==> src/rtl/freq_meter_pkg.sv <==
// Shared types and default sizing for the freq_meter_50m period meter.
`timescale 1ns/1ps
package freq_meter_pkg;

    localparam int CNT_W_DEF       = 24;
    localparam int SYNC_STAGES_DEF = 2;

    typedef enum logic [1:0] {
        IDLE    = 2'd0,
        ARM     = 2'd1,
        MEASURE = 2'd2
    } fm_state_e;

endpackage

==> src/rtl/freq_meter_50m_sync_edge_det.sv <==
// Metastability synchronizer for an asynchronous input followed by a
// rising-edge detector; rise is high for one cycle per synchronized 0->1.
`timescale 1ns/1ps
module sync_edge_det
    import freq_meter_pkg::*;
#(
    parameter int SYNC_STAGES = SYNC_STAGES_DEF
) (
    input  logic clk_in,
    input  logic rst,
    input  logic d,
    output logic rise
);

    logic [SYNC_STAGES-1:0] sync_q;
    logic                   edge_q;

    always_ff @(posedge clk_in or negedge rst) begin
        if (!rst) begin
            sync_q <= '0;
            edge_q <= 1'b0;
        end else begin
            sync_q <= {sync_q[SYNC_STAGES-2:0], d};
            edge_q <= sync_q[SYNC_STAGES-1];
        end
    end

    assign rise = sync_q[SYNC_STAGES-1] & ~edge_q;

endmodule

==> src/rtl/freq_meter_50m.sv <==
// Period meter: counts clk_in cycles between rising edges of sig_in.
// Define FREQ_METER_AVG4_EN to average four consecutive periods.
`timescale 1ns/1ps
module freq_meter_50m
    import freq_meter_pkg::*;
#(
    parameter int CNT_W       = CNT_W_DEF,
    parameter int SYNC_STAGES = SYNC_STAGES_DEF
) (
    input  logic             clk_in,
    input  logic             rst,
    input  logic             sig_in,
    input  logic             start,
    output logic [CNT_W-1:0] period,
    output logic             period_valid,
    output logic             busy,
    output logic             timeout
);

    // A counter at this value with no edge would saturate on the next cycle.
    localparam logic [CNT_W-1:0] CNT_LAST = {{(CNT_W-1){1'b1}}, 1'b0};

    logic             rise;
    fm_state_e        state_q;
    logic [CNT_W-1:0] cnt_q;
    logic [CNT_W-1:0] period_q;
    logic             valid_q;
    logic             busy_q;
    logic             timeout_q;

`ifdef FREQ_METER_AVG4_EN
    logic [CNT_W+1:0] acc_q;
    logic [1:0]       idx_q;
    logic [CNT_W+1:0] acc_sum;
    assign acc_sum = acc_q + {2'b00, cnt_q};
`endif

    sync_edge_det #(
        .SYNC_STAGES(SYNC_STAGES)
    ) u_sync (
        .clk_in(clk_in),
        .rst   (rst),
        .d     (sig_in),
        .rise  (rise)
    );

    always_ff @(posedge clk_in or negedge rst) begin
        if (!rst) begin
            state_q   <= IDLE;
            cnt_q     <= '0;
            period_q  <= '0;
            valid_q   <= 1'b0;
            busy_q    <= 1'b0;
            timeout_q <= 1'b0;
`ifdef FREQ_METER_AVG4_EN
            acc_q     <= '0;
            idx_q     <= '0;
`endif
        end else begin
            valid_q   <= 1'b0;
            timeout_q <= 1'b0;
            case (state_q)
                IDLE: begin
                    if (start) begin
                        state_q <= ARM;
                        cnt_q   <= '0;
                        busy_q  <= 1'b1;
                    end
                end
                ARM: begin
                    if (rise) begin
                        state_q <= MEASURE;
                        cnt_q   <= CNT_W'(1);
`ifdef FREQ_METER_AVG4_EN
                        acc_q   <= '0;
                        idx_q   <= '0;
`endif
                    end else if (cnt_q == CNT_LAST) begin
                        state_q   <= IDLE;
                        cnt_q     <= cnt_q + 1'b1;
                        busy_q    <= 1'b0;
                        timeout_q <= 1'b1;
                    end else begin
                        cnt_q <= cnt_q + 1'b1;
                    end
                end
                MEASURE: begin
                    // An edge wins over saturation in the same cycle.
                    if (rise) begin
`ifdef FREQ_METER_AVG4_EN
                        if (idx_q == 2'd3) begin
                            state_q  <= IDLE;
                            period_q <= acc_sum[CNT_W+1:2];
                            valid_q  <= 1'b1;
                            busy_q   <= 1'b0;
                        end else begin
                            acc_q <= acc_sum;
                            idx_q <= idx_q + 1'b1;
                            cnt_q <= CNT_W'(1);
                        end
`else
                        state_q  <= IDLE;
                        period_q <= cnt_q;
                        valid_q  <= 1'b1;
                        busy_q   <= 1'b0;
`endif
                    end else if (cnt_q == CNT_LAST) begin
                        state_q   <= IDLE;
                        cnt_q     <= cnt_q + 1'b1;
                        busy_q    <= 1'b0;
                        timeout_q <= 1'b1;
                    end else begin
                        cnt_q <= cnt_q + 1'b1;
                    end
                end
                default: begin
                    state_q <= IDLE;
                    busy_q  <= 1'b0;
                end
            endcase
        end
    end

    assign period       = period_q;
    assign period_valid = valid_q;
    assign busy         = busy_q;
    assign timeout      = timeout_q;

endmodule
==> config.mk <==
export PLATFORM = sky130hd
export DESIGN_NAME = freq_meter_50m
export DESIGN_NICKNAME = d
export VERILOG_FILES = /design/src/rtl/freq_meter_pkg.sv /design/src/rtl/freq_meter_50m_sync_edge_det.sv /design/src/rtl/freq_meter_50m.sv
export SDC_FILE = /design/constraint.sdc
export NUM_CORES = 1
export LEC_CHECK = 0
export CAP_MARGIN = 20
export CORE_MARGIN = 3
export CORE_UTILIZATION = 50
export CTS_CLUSTER_DIAMETER = 150
export DETAILED_ROUTE_END_ITERATION = 16
export PLACE_DENSITY_LB_ADDON = 0.3
export SYNTH_ARGS = -nofsm -noshare
export SYNTH_HDL_FRONTEND = slang
export SYNTH_SLANG_ARGS = --single-unit
==> constraint.sdc <==
create_clock -name clk_in -period 2.2 [get_ports clk_in]
set_input_delay 0.44 -clock clk_in [delete_from_list [all_inputs] [get_ports clk_in]]
set_output_delay 0.44 -clock clk_in [all_outputs]
set_load 0.1 [all_outputs]
==> impl_results.md <==
- Peak Freq: 0.489 GHz
- Crit-path max FO: 6
- # nets final: 329
- Placer Congestion: 0.884
- HPWL after DPL: 3900 µm
- Yosys top cell area share: 0.514
- First-pass GRT wire length: 9440 µm
- Top-count cell post-synth: nand2_1
- Reg2reg path depth: 7
- Setup violators final: 0
- Max Cap Viol: 0
- Std cell rows: 26
- GR Util All Layers: 0.190
- Number of flops mapped to enable cells by yosys: 0
- Postcts setup bufs: 0
- Worst slew pin tran: 0.473 ns
- Fillers: 476
- Hold Violations, Final: 0
- Syn avg cell area: 9.85 µm²
- Main flop type after synthesis: dfrtp_1
- Critical path data required time: 2.42 ns
- Buffers on Ports: 30
- Synth warn: 0
- Total Power: 2550 µW
- Critical R2R Capture: cnt_q[8]
- RSZ-0062 raised after global routing: no
- Sequential area share after synthesis: 0.514
- CTS Hold Buffers Added: 0
- Initial core utilization: 0.524
- CTS tree: built
- Via count: 2044
- Final core occ: 0.617
- Initial antenna violation count: 0
- Power density cells: 795 nW/µm²
- Final TNS setup: 0 ns
- Top cells by area, synth: dfrtp_1, nand2_1, xnor2_1, o21ai_0, ha_1
- Average wire per standard cell: 13.9 µm
- Slowest stage delay, CP: 0.44 ns
- Crit path arrival time: 2.27 ns
- Vias per cell: 5.25
- Hold Path Class: input pin to asynchronous set/reset pin
- # diodes: 0
- Dpl cell area: 3120 µm²
- Critical path buffer and inverter count: 1
- Post-DRT Antenna Nets: 0
- Detailed-route DRC error count: 0
- Crit-path cells: inv_1 -> ha_1 -> nand3b_2 -> nand3b_4 -> or3_1 -> or2_1 -> o31ai_1
- Critical Path Stages: 7
- Longest Clk Path Bufs: 2
- CP startpoint: state_q[0]
- Commonest cells in the netlist: nand2_1, dfrtp_1, o21ai_0, nor2_1, xnor2_1
- Delay-heaviest family, CP: simple AND/OR/NAND/NOR gates
- Total CTS buffers: 5
- Ports: 31
- Die ar.: 6380 µm²
- Worst-path clk slew: 0.10 ns
- Startpoint class of the critical path: register
- GR Overflow Total: 0
- Final WS setup: 0.154 ns
- Synth Instances: 277
- Syn nets: 288
- Clock sinks: 56
- Synth async-reset ratio: 1.00
- Cell taking the most area after synthesis: dfrtp_1
- R2R setup slack: 0.15 ns
- Pre-CTS WS: -0.0302 ns
- Core area: 5200 µm²
- Synth unique cells: 45
- Htree depth: 2
- Setup skew after layout: 0.00875 ns
- Syn-to-layout area delta: 17.7%
- Outcome: finished, final reports clean
- Period utilisation layout: 0.930
- Post-Syn Area: 2730 µm²
- Crit end category: register
- End of the critical path: cnt_q[8]
- Worst r2r src: state_q[0]
- Clk_lat worst skew: 0.31 ns
- Critical path type: register to register
- Initial DRC count: 115
- Max-slew headroom: 0.684
- Leak Pwr: 0.00146 µW
- Total wire length: 5400 µm
- Worst IR Drop VDD: 0.623 mV
- Share of cells above drive strength 1: 0.223
- Vias in the first global route: 2038
- Final Cell Area: 3210 µm²
- Max-slew violation count: 0
- Largest net degree at the start of global routing: 38
- Die W: 79.9 µm
- Number of synthesized register bits: 56
- CP max-delay cell: or3_1
- Fin crit period: 2.05 ns
- Drt pass-1 iters: 5
- Root buffer cell: clkbuf_8
- Chip height: 79.9 µm
[area by class of cell]
type / instances / area (µm²) / area share
sequential: 56 / 1400 / 0.436
clock buffer: 8 / 90.1 / 0.0281
timing repair buffer: 43 / 338 / 0.105
inverter: 12 / 45.0 / 0.0140
tap: 70 / 87.6 / 0.0273
multi-input combinational: 200 / 1250 / 0.389
[cell families after synthesis]
family	after synthesis	synth area share
adders and majority gates	7	0.0321
AOI/OAI and AO/OA	34	0.0724
xor gates and xnor gates	13	0.0417
muxes	4	0.0160
and+or+nand+nor	142	0.294
buffers and inverters	21	0.0303
DFF	56	0.514
[where the power goes]
part	leakage, µW	total [µW]	switching [µW]	internal [µW]
clock	0.0000455	581	323	258
combinational	0.000643	858	595	263
sequential	0.000770	1110	37.3	1080
[registers in the layout, summed over array words and instances, names as in the netlist]
register / count
busy: 1
cnt_q: 24
period: 24
period_valid: 1
state_q: 2
timeout: 1
u_sync.edge_q: 1
u_sync.sync_q: 2
[how the worst min path moves through the flow]
stage / endpoint / slack (ns) / start / cells past startpoint
after floorplan: busy / 0.14 / rst / 0
after global placement: u_sync.sync_q[1] / 0.34 / u_sync.sync_q[0] / 0
after detailed placement: u_sync.sync_q[1] / 0.35 / u_sync.sync_q[0] / 0
after CTS: period[6] / 0.08 / rst / 1
after global routing: period[6] / 0.08 / rst / 1
final: period[6] / 0.07 / rst / 1
[placed cells by master, fill, tap and decap left out, types with 2 or more instances in the layout]
cell type	n
a21oi_1	3
and2_1	2
and3_1	2
and4_1	2
buf_4	39
clkbuf_1	2
clkbuf_8	6
clkdlybuf4s50_1	2
dfrtp_1	56
ha_1	7
inv_1	11
mux2_2	3
nand2_1	63
nand2b_1	4
nand3_1	7
nand3b_1	2
nand4_1	4
nor2_1	18
nor2b_1	2
nor3_1	6
nor3_2	3
nor4_1	3
nor4_2	7
o21ai_0	19
o21ai_1	2
o31ai_1	3
or3_1	4
or4_1	2
or4_4	3
xnor2_1	13
[per-stage QoR]
step,hold slack (ns),cells
finish,0.0684,389
global route,0.0814,389
CTS,0.0844,389
detailed placement,0.345,381
global placement,0.336,381
floorplan,0.144,277
[timing repair]
item | CTS | global route
resized for setup | 0 | 1
hold endpoints to repair | 0 | 0
endpoints found under the setup margin | 0 | 15
[routing by layer]
metal,share of wire,track usage,vias up,wire length (µm)
met5,0,0,-,0
met4,0.014,0.0642,0,76
met3,0.043,0.0440,8,233
met2,0.47,0.307,48,2550
met1,0.47,0.251,955,2540
li1,-,-,1033,-
Note: power is estimated with default switching activity, not from simulation.
